<file path="config.mk">
export PLATFORM = sky130hd
export DESIGN_NAME = quad_decoder_flat
export DESIGN_NICKNAME = d
export VERILOG_FILES = /design/src/rtl/quad_decoder_if.sv /design/src/rtl/quad_decoder.sv /design/src/flat_wrapper.sv
export SDC_FILE = /design/constraint.sdc
export NUM_CORES = 1
export LEC_CHECK = 0
export ABC_AREA = 1
export BUFFER_PORTS_ARGS = -buffer_cell sky130_fd_sc_hd__clkbuf_2
export CAP_MARGIN = 25
export CORE_MARGIN = 2
export CORE_UTILIZATION = 58
export CTS_CLUSTER_DIAMETER = 30
export DETAILED_ROUTE_END_ITERATION = 8
export PLACE_DENSITY = 0.78
export SLEW_MARGIN = 20
export SYNTH_ARGS = -nofsm -noshare
export SYNTH_HDL_FRONTEND = slang
export SYNTH_SLANG_ARGS = --single-unit
export TNS_END_PERCENT = 20
</file>
<file path="constraint.sdc">
create_clock -name clki -period 2.32 [get_ports clki]
set_input_delay 0.348 -clock clki [delete_from_list [all_inputs] [get_ports clki]]
set_output_delay 0.348 -clock clki [all_outputs]
set_load 0.005 [all_outputs]
</file>
<file path="src/rtl/quad_decoder_if.sv">
// Bundles the encoder pins, clear request and decoded outputs of quad_decoder.
// Latency: none; plain wires between the board-side driver and the decoder.
// Backpressure: none; outputs are pulses/levels that the consumer samples as they come.
interface quad_decoder_if #(
  parameter int CNT_BITS = 8
);
  logic                enc_a;
  logic                enc_b;
  logic                clr;
  logic [CNT_BITS-1:0] count;
  logic                step_up;
  logic                step_dn;
  logic                err;

  // Board/user side: drives pins and clear, observes the decoded position.
  modport master (
    output enc_a, enc_b, clr,
    input  count, step_up, step_dn, err
  );

  // Decoder side.
  modport slave (
    input  enc_a, enc_b, clr,
    output count, step_up, step_dn, err
  );
endinterface

</file>
<file path="src/rtl/quad_decoder.sv">
// Quadrature encoder decoder: 2-flop sync, per-channel debounce, Gray step decode, wrapping count.
// Latency: a clean pin change shows in count/pulses on the (2 + 2^DEBOUNCE_LOG2 + 1)-th clki edge.
// Backpressure: none; step/err pulses last one cycle and must be taken when they appear.
// Option: define QUAD_DECODER_X1_EN for 1x mode (one count per detent); default is 4x mode.
module quad_decoder #(
  parameter int CNT_BITS      = 8,
  parameter int DEBOUNCE_LOG2 = 4
) (
  input  logic          clki,
  input  logic          rst_n,
  quad_decoder_if.slave bus
);
  // Debounce fires when a counter at all-ones sees another mismatching cycle.
  localparam logic [DEBOUNCE_LOG2-1:0] DB_LAST   = '1;
  // INIT spans 2^DEBOUNCE_LOG2 + 2 cycles: index of its final cycle.
  localparam logic [DEBOUNCE_LOG2:0]   INIT_LAST =
    (DEBOUNCE_LOG2+1)'((1 << DEBOUNCE_LOG2) + 1);

  typedef enum logic {ST_INIT, ST_RUN} state_t;

  logic [1:0]               sync_a, sync_b;
  logic                     sa, sb;
  logic                     fa, fb;
  logic [DEBOUNCE_LOG2-1:0] db_a, db_b;
  logic [DEBOUNCE_LOG2:0]   init_cnt;
  state_t                   state, state_nxt;
  logic [1:0]               p_new, p_old, delta;
  logic [CNT_BITS-1:0]      count_q, count_nxt;
  logic                     up_q, dn_q, err_q;
  logic                     up_nxt, dn_nxt, err_nxt;

  assign sa    = sync_a[1];
  assign sb    = sync_b[1];
  // Gray {a,b} -> binary position so that forward rotation counts 0,1,2,3.
  assign p_new = {fa, fa ^ fb};
  assign delta = p_new - p_old;

  // Two-flop synchronisers for the asynchronous encoder pins.
  always_ff @(posedge clki or negedge rst_n) begin
    if (!rst_n) begin
      sync_a <= '0;
      sync_b <= '0;
    end else begin
      sync_a <= {sync_a[0], bus.enc_a};
      sync_b <= {sync_b[0], bus.enc_b};
    end
  end

  // Times the INIT window; frozen once RUN is reached.
  always_ff @(posedge clki or negedge rst_n) begin
    if (!rst_n)               init_cnt <= '0;
    else if (state == ST_INIT) init_cnt <= init_cnt + 1'b1;
  end

  // Debounce filters: prime straight from the synchroniser in INIT, then
  // accept a level only after it has differed for 2^DEBOUNCE_LOG2 cycles.
  always_ff @(posedge clki or negedge rst_n) begin
    if (!rst_n) begin
      fa   <= 1'b0;
      fb   <= 1'b0;
      db_a <= '0;
      db_b <= '0;
    end else if (state == ST_INIT) begin
      fa   <= sa;
      fb   <= sb;
      db_a <= '0;
      db_b <= '0;
    end else begin
      if (sa == fa) begin
        db_a <= '0;
      end else if (db_a == DB_LAST) begin
        fa   <= sa;
        db_a <= '0;
      end else begin
        db_a <= db_a + 1'b1;
      end
      if (sb == fb) begin
        db_b <= '0;
      end else if (db_b == DB_LAST) begin
        fb   <= sb;
        db_b <= '0;
      end else begin
        db_b <= db_b + 1'b1;
      end
    end
  end

  // Previous filtered position; in INIT it tracks what the filter is loading
  // so the first RUN cycle sees no phantom step.
  always_ff @(posedge clki or negedge rst_n) begin
    if (!rst_n)                p_old <= 2'd0;
    else if (state == ST_INIT) p_old <= {sa, sa ^ sb};
    else                       p_old <= p_new;
  end

  // FSM state register.
  always_ff @(posedge clki or negedge rst_n) begin
    if (!rst_n) state <= ST_INIT;
    else        state <= state_nxt;
  end

  // Next state plus step decode; clear wins over a same-cycle step.
  always_comb begin
    state_nxt = state;
    count_nxt = count_q;
    up_nxt    = 1'b0;
    dn_nxt    = 1'b0;
    err_nxt   = 1'b0;
    case (state)
      ST_INIT: begin
        if (init_cnt == INIT_LAST) state_nxt = ST_RUN;
      end
      ST_RUN: begin
        case (delta)
          2'd1: begin
`ifdef QUAD_DECODER_X1_EN
            if (p_new == 2'd0) begin
              count_nxt = count_q + 1'b1;
              up_nxt    = 1'b1;
            end
`else
            count_nxt = count_q + 1'b1;
            up_nxt    = 1'b1;
`endif
          end
          2'd3: begin
`ifdef QUAD_DECODER_X1_EN
            if (p_new == 2'd0) begin
              count_nxt = count_q - 1'b1;
              dn_nxt    = 1'b1;
            end
`else
            count_nxt = count_q - 1'b1;
            dn_nxt    = 1'b1;
`endif
          end
          2'd2:    err_nxt = 1'b1;
          default: ;
        endcase
      end
      default: state_nxt = ST_INIT;
    endcase
    if (bus.clr) count_nxt = '0;
  end

  // Registered outputs.
  always_ff @(posedge clki or negedge rst_n) begin
    if (!rst_n) begin
      count_q <= '0;
      up_q    <= 1'b0;
      dn_q    <= 1'b0;
      err_q   <= 1'b0;
    end else begin
      count_q <= count_nxt;
      up_q    <= up_nxt;
      dn_q    <= dn_nxt;
      err_q   <= err_nxt;
    end
  end

  assign bus.count   = count_q;
  assign bus.step_up = up_q;
  assign bus.step_dn = dn_q;
  assign bus.err     = err_q;
endmodule

</file>
<file path="src/flat_wrapper.sv">
// flat-port wrapper written by rule: the top's interface ports become plain ports
module quad_decoder_flat 
#(
  parameter int CNT_BITS      = 8,
  parameter int DEBOUNCE_LOG2 = 4
)
  (clki, rst_n, bus_enc_a, bus_enc_b, bus_clr, bus_count, bus_step_up, bus_step_dn, bus_err);
  quad_decoder_if #(.CNT_BITS(CNT_BITS)) bus_i ();
  input  logic clki;
  input  logic rst_n;
  input wire logic [$bits(bus_i.enc_a)-1:0] bus_enc_a;
  input wire logic [$bits(bus_i.enc_b)-1:0] bus_enc_b;
  input wire logic [$bits(bus_i.clr)-1:0] bus_clr;
  output wire logic [$bits(bus_i.count)-1:0] bus_count;
  output wire logic [$bits(bus_i.step_up)-1:0] bus_step_up;
  output wire logic [$bits(bus_i.step_dn)-1:0] bus_step_dn;
  output wire logic [$bits(bus_i.err)-1:0] bus_err;
  assign bus_i.enc_a = bus_enc_a;
  assign bus_i.enc_b = bus_enc_b;
  assign bus_i.clr = bus_clr;
  assign bus_count = bus_i.count;
  assign bus_step_up = bus_i.step_up;
  assign bus_step_dn = bus_i.step_dn;
  assign bus_err = bus_i.err;
  quad_decoder #(.CNT_BITS(CNT_BITS), .DEBOUNCE_LOG2(DEBOUNCE_LOG2)) u_core (.clki(clki), .rst_n(rst_n), .bus(bus_i));
endmodule
</file>
; After elaboration in Yosys (flattened, before gate mapping)
; Index checks and enable logic that the tools add are counted.
[word_totals]
regBits = 33
latchBits = 0
ram_bits = 0
mem_bits_ro = 0
inputBits = 5
memories = 0
[op_classes]
add_sub_neg = 6
mul = 0
n_div = 0
magnitude_cmp = 0
n_eq_ne = 12
shifts = 0
n_mux = 24
n_bitwise = 2
reduce_logical = 5
[ops]
columns = op, count
row1 = 4-bit 2-to-1 mux, 6
row2 = 8-bit 2-to-1 mux, 2
row3 = 8-bit one-hot mux with 2 select lines, 1
row4 = 1-bit 2-to-1 mux, 14
row5 = "4-bit by 1-bit adder with 4-bit output, second input constant", 2
row6 = "8-bit by 1-bit adder with 8-bit output, second input constant", 1
row7 = "4-bit equality test, second input constant", 2
row8 = "2-bit inequality test, second input constant", 4
row9 = "8-bit by 1-bit subtractor with 8-bit output, second input constant", 1
row10 = 2-bit AND reduction, 3
row11 = "5-bit by 1-bit adder with 5-bit output, second input constant", 1
row12 = "5-bit equality test, second input constant", 1
row13 = "2-bit equality test, second input constant", 2
row14 = 3-bit nonzero test, 1
row15 = 1-bit equality test, 2
row16 = "2-bit by 1-bit equality test with 1-bit output, second input constant", 1
row17 = 2-bit 2-to-1 mux, 1
row18 = 2-bit nonzero test, 1
row19 = 2-bit subtractor, 1
row20 = 1-bit XOR, 2

; Logic depth before layout (Yosys ltp)
; Gate-level depths: netlist of run 1.
[logic_depth]
depth_word = 6
depth_mapped = 18

; Worst setup path after synthesis of run 1
; No wires, ideal clock.
[synth_timing]
path_kind = reg2reg
from = register u_core.fa
to = register u_core.count_q[7] (netlist: u_core.bus.count[7])
arrival_time_ns = 1.980
slack_ns = 0.222
path_stages_with_launch = 15
n_path_buf = 0
cell_sequence = dfrtp_1 xnor2_1 ha_1 inv_1 nand3_4 inv_2 ha_1 nand2_1 inv_1 nand3_1 nand2_1 inv_2 nand3_1 nand3_1 nand2_1
[synth_via]
elab_chain_cells = 6
word_cells_on_any_way = 9
[synth_lines]
columns = element, line_no
row1 = start: declaration, quad_decoder.sv:23  ; logic fa, fb;
row2 = start signal: assignment, quad_decoder.sv:59  ; fa <= 1'b0;
row3 = start signal: assignment, quad_decoder.sv:64  ; fa <= sa;
row4 = start signal: assignment, quad_decoder.sv:72  ; fa <= sa;
row5 = 1-bit XOR, quad_decoder.sv:35  ; assign p_new = {fa, fa ^ fb};
row6 = 2-bit subtractor (*), quad_decoder.sv:36  ; assign delta = p_new - p_old;
row7 = 2-bit equality test or 2-bit by 1-bit equality test with 1-bit output (tied branches), quad_decoder.sv:114  ; case (delta)
row8 = 8-bit one-hot mux with 2 select lines, quad_decoder.sv:114
row9 = 8-bit 2-to-1 mux, quad_decoder.sv:109  ; case (state)
row10 = 8-bit 2-to-1 mux, quad_decoder.sv:143  ; if (bus.clr) count_nxt = '0;
row11 = end signal: assignment, quad_decoder.sv:154  ; count_q <= count_nxt;
row12 = end: declaration, quad_decoder.sv:28  ; logic [CNT_BITS-1:0] count_q, count_nxt;
; Mark *: on every way between the ends. The rest lies on a longest branch, timed or not. The select of a mux whose other input is x is not followed.
; A chain may end at the register's enable or synchronous reset.

; Worst setup path in the final report of run 1
[layout_timing]
from = register u_core.fa
to = register u_core.count_q[4] (netlist: u_core.bus.count[4])
; The elaborated chain is that of the path after synthesis.

==> run summary, run 1 <==
Counting instances in the post-synthesis netlist gives the leading cell types as nand2_1, dfrtp_1, inv_1. The clock transition at the register clock pins on the worst setup and hold paths after CTS works out to 100 ps. Summed over all instances, the cell type with the most area after synthesis is dfrtp_1.

The type of the most critical hold path was input pin to asynchronous set/reset pin. For this design the ratio of total power to cell area is 764 nW/um^2. The critical path data required time is 2550 ps. After layout, the worst path uses 97.8% of the clock period. The tools report the endpoint type of the worst setup path as a flip-flop.

The tools report the largest clock skew in the final design as 4.46 ps. The tools report the data arrival time of the critical path as 2500 ps. The cell count after synthesis came out at 195.

The number of maximum-capacitance violations was 0. The effective utilization at floorplan came out at 62.0%. Highest-delay cell along the critical path: dfrtp_1. The clock passes through at most 2 buffers.

The logs give 50 ps for the worst-case register-to-register setup slack and 16 for the top-level I/O count. Wires add up to 3530 um. The number of endpoints with negative hold slack in the final report was 0. Number of warnings printed during yosys synthesis: 0. The number of nets in the layout was 240.

The number of detailed-route iterations in the first pass is 4, and the number of levels the H-tree was split into is 2. For the net count after synthesis, the log shows 209. The critical path launch point type was a flip-flop.

By area the synthesized netlist is led by dfrtp_1, nand2_1, ha_1. At the pin with the least slew margin, the transition time is 798 ps. Area inside the core boundary: 2780 sq um.

In the final routed layout, each cell accounts on average for 13.7 um. The number of antenna-violating nets in the routed design is 0, and the relative max-transition margin is 46.8%. Entering global routing, the biggest net connects 34 pins. The run gives 0 as the number of remaining DRC errors. Relative to the synthesized area, the layout overhead comes to 19.1%.

After detailed placement, the design holds a cell count of 241. The tree is rooted in a clkbuf_4. The floorplan row count came out at 19. Maximum single-stage delay on the critical path: 420 ps. The cell area after technology mapping came out at 1730 sq um.

Of the cells placed in the final design, the portion with a size suffix greater than 1 is 26.9%. Across all hold checks on the routed design, the worst slack comes to 76.9 ps. The HPWL after detailed placement is 2470 um.

The logs give 0 for the number of max-slew violations in the final report and 1321 for the via count of the first global-routing pass. The worst voltage drop across the vdd grid was 0.694 mV; the final antenna diode count was 0. The sequential area share after synthesis was 47.9%.

Global routing used 22.0% of the available tracks. Of all nets on the critical path, the largest fanout is 5. Number of distinct library cells after synthesis: 27.

The most common cell in the synthesized netlist is nand2_1. The final estimated routing congestion in global placement was 0.879. After layout, the worst setup slack is 50.4 ps. For the leakage power summed over all cells, the log shows 1.11 nW. The global-route wire length before repair came out at 5590 um. The average cell area after synthesis came out at 8.85 sq um.

TritonCTS built the clock tree. The detailed router placed 1396 vias in this run. The number of synthesized flops with an enable pin was 0; the post-layout minimum cycle time was 2270 ps.

Cells fill 73.9% of the core in the end. The detailed router's first-iteration violation count is 45. Walking the worst path, the cells encountered are xnor2_2 > ha_2 > inv_1 > nand2_4 > nand3_4 > nand2_2 > nand2_1 > inv_1 > ha_1 > inv_1 > nand2_1 > nand2_1 > nand2_2 > nand2_1 > nor2_1 > o22ai_2. The run gives 5 as the number of CTS-inserted buffers.

The most common cell type on the critical path was nand2_1. The flow ran to the end, and the final reports show no timing, DRC or antenna violations. The floorplan step defined a die boundary enclosing 3430 sq um. Flip-flop cell with the highest count after synthesis: dfrtp_1. CTS saw 33 sinks.

The global route total overflow was 0. The floorplan step set the die height to 58.5 um. For this design, the CTS-stage hold fixing added 0 buffers. Setup violations remaining at the end of the flow were counted as 0. The later pin in the worst-skew pair is clocked with a latency of 340 ps.

The die boundary width was 58.5 um. The number of vias per cell was 5.41; the worst setup slack after placement was -25.5 ps. The initial antenna violation count came out at 0. Based on the critical path, the design can be clocked at up to 0.441 GHz.

The count of input and output buffers was 15. The start-to-end type of the worst setup path is flip-flop to flip-flop. The area share of the leading cell type in the synthesized netlist was 47.9%. The number of standard cells in the final layout excluding fillers came out at 258. The filler cells instantiated in the layout total 209. The post-synthesis register bit count is 33, and the proportion of register bits with asynchronous set or reset after synthesis is 100%.
==> where the power goes <==
part | switching [W] | internal [W] | total [W] | leakage (nW)
registers | 0.0000685 | 0.000642 | 0.000710 | 0.414
logic | 0.000321 | 0.000235 | 0.000555 | 0.669
clock network | 0.000189 | 0.000115 | 0.000304 | 0.0320
total | 0.000578 | 0.000991 | 0.00157 | 1.11
==> through the flow <==
| step | area, sq um | total power (W) | setup TNS (ps) |
|---|---|---|---|
| floorplan | 1730 | 0.00102 | 0 |
| global placement | 1850 | 0.00114 | 0 |
| CTS | 1910 | 0.00147 | 0 |
| detailed placement | 1850 | 0.00116 | -46.3 |
| global route | 2050 | 0.00168 | -128 |
| finish | 2050 | 0.00157 | 0 |
==> layout by cell type, fill, tap and decap left out, types with 6 or more instances in the layout <==
cell type	instances
o21ai_0	9
nand2_1	49
clkbuf_2	15
dfrtp_1	33
nand2_2	6
nand3_1	10
xor2_1	8
buf_4	11
nor2_1	14
inv_1	21
==> worst max-delay path: cells and delay by family (launching register included) <==
kind / cells / cell delay, ps
compound gates: 1 / 90
xor+xnor: 1 / 190
fa+ha+maj: 2 / 380
buf+inv: 3 / 190
flops: 1 / 420
simple gates: 9 / 880
==> registers in the layout, summed over array words and instances, names as in the netlist, 2 cells and up <==
register          flops
u_core.sync_b         2
u_core.sync_a         2
u_core.init_cnt       5
u_core.db_b           4
u_core.bus.count      8
u_core.db_a           4
u_core.p_old          2
==> routing by layer <==
layer | track usage, % | vias up | routed length (um)
met3 | 6.81 | 6 | 196
li1 | - | 688 | -
met1 | 25.8 | 663 | 1510
met4 | 7.97 | 0 | 38
met2 | 37.7 | 39 | 1780
met5 | 0 | - | 0
==> cell type report <==
type                       instances  area [sq um]  area share, %
clock inverter                     2          10.0          0.487
clock buffer                       6          41.3           2.01
sequential                        33           826           40.2
multi-input combinational        135           880           42.8
timing repair buffer              26           158           7.67
inverter                          25           101           4.93
tap                               31          38.8           1.89
==> final timing paths <==
path / startpoint / to / cells after the start
worst min register to register: u_core.sync_b[0] / u_core.sync_b[1] / 0
worst max-delay path: u_core.fa / u_core.bus.count[4] / 16
min in group clki: bus_enc_a / u_core.sync_a[0] / 1
max in group asynchronous: rst_n / u_core.bus.count[0] / 1
worst min-delay path: rst_n / u_core.db_a[3] / 1
worst max register to register: u_core.fa / u_core.bus.count[4] / 16
==> cells by family after synthesis <==
| group | synth area share [%] |
|---|---|
| and+or+nand+nor | 26.6 |
| DFF | 47.9 |
| buffers and inverters | 5.95 |
| AOI/OAI and AO/OA | 6.31 |
| xor gates and xnor gates | 6.09 |
| adders and majority gates | 6.53 |
| muxes | 0.653 |
==> timing repair <==
action,4_1_cts,5_1_grt
buffers inserted,0,9
pin swaps,0,5
endpoints found under the setup margin,2,4
hold endpoints to repair,0,0
gates cloned,0,0
gates resized for setup,4,13
Note: power is estimated with default switching activity, not from simulation.
==> inputs of run 2 (changes only) <==
--- a/config.mk
+++ b/config.mk
@@ -5,13 +5,14 @@
 export SDC_FILE = /design/constraint.sdc
 export NUM_CORES = 1
 export LEC_CHECK = 0
-export ABC_AREA = 1
-export BUFFER_PORTS_ARGS = -buffer_cell sky130_fd_sc_hd__clkbuf_2
+export ABC_AREA = 0
+export BUFFER_PORTS_ARGS = -buffer_cell sky130_fd_sc_hd__buf_4
 export CAP_MARGIN = 25
 export CORE_MARGIN = 2
 export CORE_UTILIZATION = 58
 export CTS_CLUSTER_DIAMETER = 30
 export DETAILED_ROUTE_END_ITERATION = 8
+export GPL_TIMING_DRIVEN = 0
 export PLACE_DENSITY = 0.78
 export SLEW_MARGIN = 20
 export SYNTH_ARGS = -nofsm -noshare
==> run 2 against run 1 <==
Net effect: the flow now finishes with violations (setup timing); wire length down 1.8%; global-route usage rose by 1.5 points; combinational power grew 24%; clock-buffer cell count increased by 1; worst setup slack got worse by 370 ps; utilization fell by 0.46 points; clock power rose by 44%; register-to-register slack got worse by 370 ps; die area grew 2.6%; first-iteration DRC count rose by 93%; via count grew 3.9%; hold slack improved by 58 ps; critical endpoint is now u_core.bus.count[7].
==> run summary, run 2 <==
The flow ran to the end, but the final reports show violations. The final reports fail on setup timing. After synthesis, the cell types taking the most area are dfrtp_1, ha_1, xnor2_1. In the post-synthesis netlist, the cell with the most instances is dfrtp_1. The number of buffers and inverters on the critical path is 1, and the number of nets in the layout is 219. For the final estimated routing congestion in global placement, the log shows 0.852.

The run gives 0 as the number of antenna-violating nets in the routed design. 0 antenna diodes ended up in the layout. In the final routed layout, each cell accounts on average for 14.5 um.

The run gives 1451 as the vias after detailed routing. The source-to-sink clock delay at the later pin of the worst-skew pair was 330 ps; the post-synthesis register bit count was 33. In this run the static leakage power is 0.986 nW. The tools report the setup slack of the critical path after layout as -316 ps.

Number of synthesized flops with an enable pin: 0. For the number of endpoints with negative hold slack in the final report, the log shows 0. The end of the worst register-to-register path was u_core.bus.count[7].

The path class of the tightest hold or removal check is input pin to flip-flop. Global routing finished with a remaining overflow of 0. The worst setup path is of the flip-flop to flip-flop kind.

The global-route wire length before repair is 6180 um. In the routed design, unresolved DRC markers number 0. STA classifies the critical path startpoint as a flip-flop. In this run the tightest slew margin relative to its limit is 66.6%. The proportion of register bits with asynchronous set or reset after synthesis is 100%. In this run, the number of DRC markers left after iteration 0 of detailed routing was 87.

CTS built an H-tree with a depth of 2. The worst hold path terminates at u_core.sync_a[0]. For the number of detailed-route iterations in the first pass, the log shows 4. In this run the tool buffered the top-level ports with 14 buffer cells.

The post-layout minimum cycle time is 2640 ps. The number of maximum-capacitance violations was 0. Registers take 827 sq um. The setup check on the worst reg-to-reg path leaves a slack of -320 ps. In the final layout, the multi-input gates occupy 991 sq um.

Along the worst path, the maximum fanout reaches 7. The deepest clock path buffer count is 2. Worst setup slack after placement: -604 ps. In the layout the commonest cells are dfrtp_1, buf_4, nand2_1. After clock tree synthesis, the clock-pin slew on the worst setup and hold paths is 110 ps.

The post-route standard cell area excluding fillers is 2190 sq um. The library cell used most frequently in the layout, excluding fill and tap cells, is dfrtp_1. Sorting the synthesized cells by how often they occur yields dfrtp_1, nand2_1, nor2_1.

The clock net in this run drives a total of 33 sinks. Of the available clock period, the critical path in the final layout requires 114%. Synthesis produced 175 cells.

Setup repair after global routing could not meet its margin everywhere. The number of warnings printed during yosys synthesis came out at 0. The logs give 0 for the number of max-slew violations in the final report and 1770 sq um for the cell area after technology mapping.

Among all flip-flop cells after synthesis, the most frequent one is dfrtp_1. Of the cells placed in the final design, the portion with a size suffix greater than 1 is 26.2%. The final-layout fill cell count was 211; the number of distinct library cells after synthesis was 44. The initialized floorplan defines 20 standard-cell rows.

For this block, the routed nets add up to 3470 um of wire. Highest clock rate: 0.379 GHz. The startpoint identified for the worst register-to-register timing path is u_core.fa. STA puts the critical path data required time at 2520 ps. For the count of final setup violators, the log shows 5.

Detailed placement finished with a half-perimeter wire length of 2490 um. Global routing consumed, over all layers together, 23.4% of the routing resources. TritonCTS built the clock tree. The average cell area after synthesis was 10.1 sq um; the cell count of the worst reg-to-reg path was 11. The cell taking the most area after synthesis was dfrtp_1. Data arrival time of the critical path: 2830 ps.

The top-level I/O count came out at 16. The setup TNS after final layout was -1150 ps. The register with the most flip-flops in the layout has 8 of them. The area after detailed placement came out at 1990 sq um. The vertical die dimension is 59.3 um, and the number of vias per cell is 6.07.

For the pin with the worst max-slew slack, the measured transition is 501 ps. The launch point of the worst hold path was bus_enc_a. The highest-delay cell along the critical path is dfrtp_2.

Counting the buffers created by CTS gives 5. Traced cell by cell, the critical path runs through xnor2_2 > ha_2 > xor3_4 > nand2_4 > inv_6 > ha_4 > nand4_1 > a2111oi_4 > nor3_1 > o22ai_1 > nand3b_1. The initial antenna violation count came out at 0. The run gives 59.6% as the effective utilization at floorplan. The die covers 3520 sq um. On the worst path, the slowest cell contributes a delay of 440 ps. The floorplan step set the die width to 59.3 um. Power density over the cells: 843 nW/um^2. Entering global routing, the biggest net connects 34 pins.

Across the VDD grid, the largest voltage drop is 0.590 mV. The area growth from synthesis to layout is 23.2%. Worst hold path cell count: 1. The tools report the buffer type at the clock tree root as clkbuf_4.

Counting every net in the synthesized netlist gives 189. Across the routed clock network, the largest skew measured is 15.9 ps. The area inside the core boundary was 2980 sq um. The via count of the first global-routing pass is 1450. The cell family contributing the most delay on the critical path is XOR/XNOR gates. The final total power was 0.00184 W; the sequential area share after synthesis was 46.5%. The tools report the endpoint type of the worst setup path as a flip-flop. The area share of the leading cell type in the synthesized netlist is 46.5%.
## run 2: changes by cell type after synthesis, sizes merged, moves of 3 or more
cell    previous run  this run
clkbuf             1         4
a21oi              4        11
nand4              5         2
nand3             14         6
nand2             58        15
o31ai              0         3
xnor2              4        10
or3                0         3
nor3               2         5
nor3b              0         3
xor2               8         4
inv               25         9
a21o               0         3
## run 2: layout make-up
class                      instances  share of cell area (%)
buffer                             6                    1.09
timing repair buffer              23                    8.19
clock buffer                       7                    2.52
inverter                           9                    1.77
multi-input combinational        127                    45.3
tap                               33                    1.89
clock inverter                     1                    1.37
sequential                        33                    37.8
## run 2: how the worst max path moves through the flow
| stage | start | end | slack, ps | depth (start not counted) |
|---|---|---|---|---|
| floorplan | u_core.fa | u_core.bus.count[6] | -330 | 11 |
| global placement | u_core.fa | u_core.bus.count[6] | -530 | 11 |
| detailed placement | u_core.fa | u_core.bus.count[7] | -600 | 11 |
| CTS | u_core.fa | u_core.bus.count[7] | -370 | 11 |
| global route | u_core.fa | u_core.bus.count[7] | -520 | 11 |
| finish | u_core.fa | u_core.bus.count[7] | -320 | 11 |
## run 2: power by group
| group | switching (W) | internal [W] | total (W) |
|---|---|---|---|
| logic | 0.000359 | 0.000331 | 0.000690 |
| clock network | 0.000182 | 0.000257 | 0.000439 |
| registers | 0.0000686 | 0.000645 | 0.000714 |
## run 2: cells by family (layout without fill, tap and decap cells)
family,after synthesis,count (layout),share of synthesized area [%]
AND/OR/NAND/NOR,58,58,16.4
buffers and inverters,15,46,3.24
XOR/XNOR,16,16,9.80
AO/OA/AOI/OAI,41,41,15.7
flip-flops,33,33,46.5
adder cells (fa/ha/maj),9,9,6.35
multiplexers,3,3,1.90
## run 2: through the flow
stage          util, %  std cells  hold WS, ps
2_1_floorplan        -        175         52.4
3_3_place_gp      66.9        222          300
3_5_place_dp      66.9        222          307
4_1_cts           72.4        238          116
5_1_grt           73.4        239         95.9
6_report          73.4        239          135
## run 2: repair_timing
action / CTS / global route
setup endpoints to repair: 6 / 5
pin swaps: 14 / 3
endpoints found under the hold margin: 33 / 0
resized for setup: 5 / 4
setup buffers: 7 / 1
hold buffers: 1 / 0
## run 2: metal layers
metal / wire [um] / up-vias / GRT usage [%]
met5: 0 / - / 0
li1: - / 694 / -
met3: 245 / 6 / 7.42
met4: 28 / 0 / 9.42
met1: 1580 / 687 / 31.2
met2: 1610 / 64 / 35.5
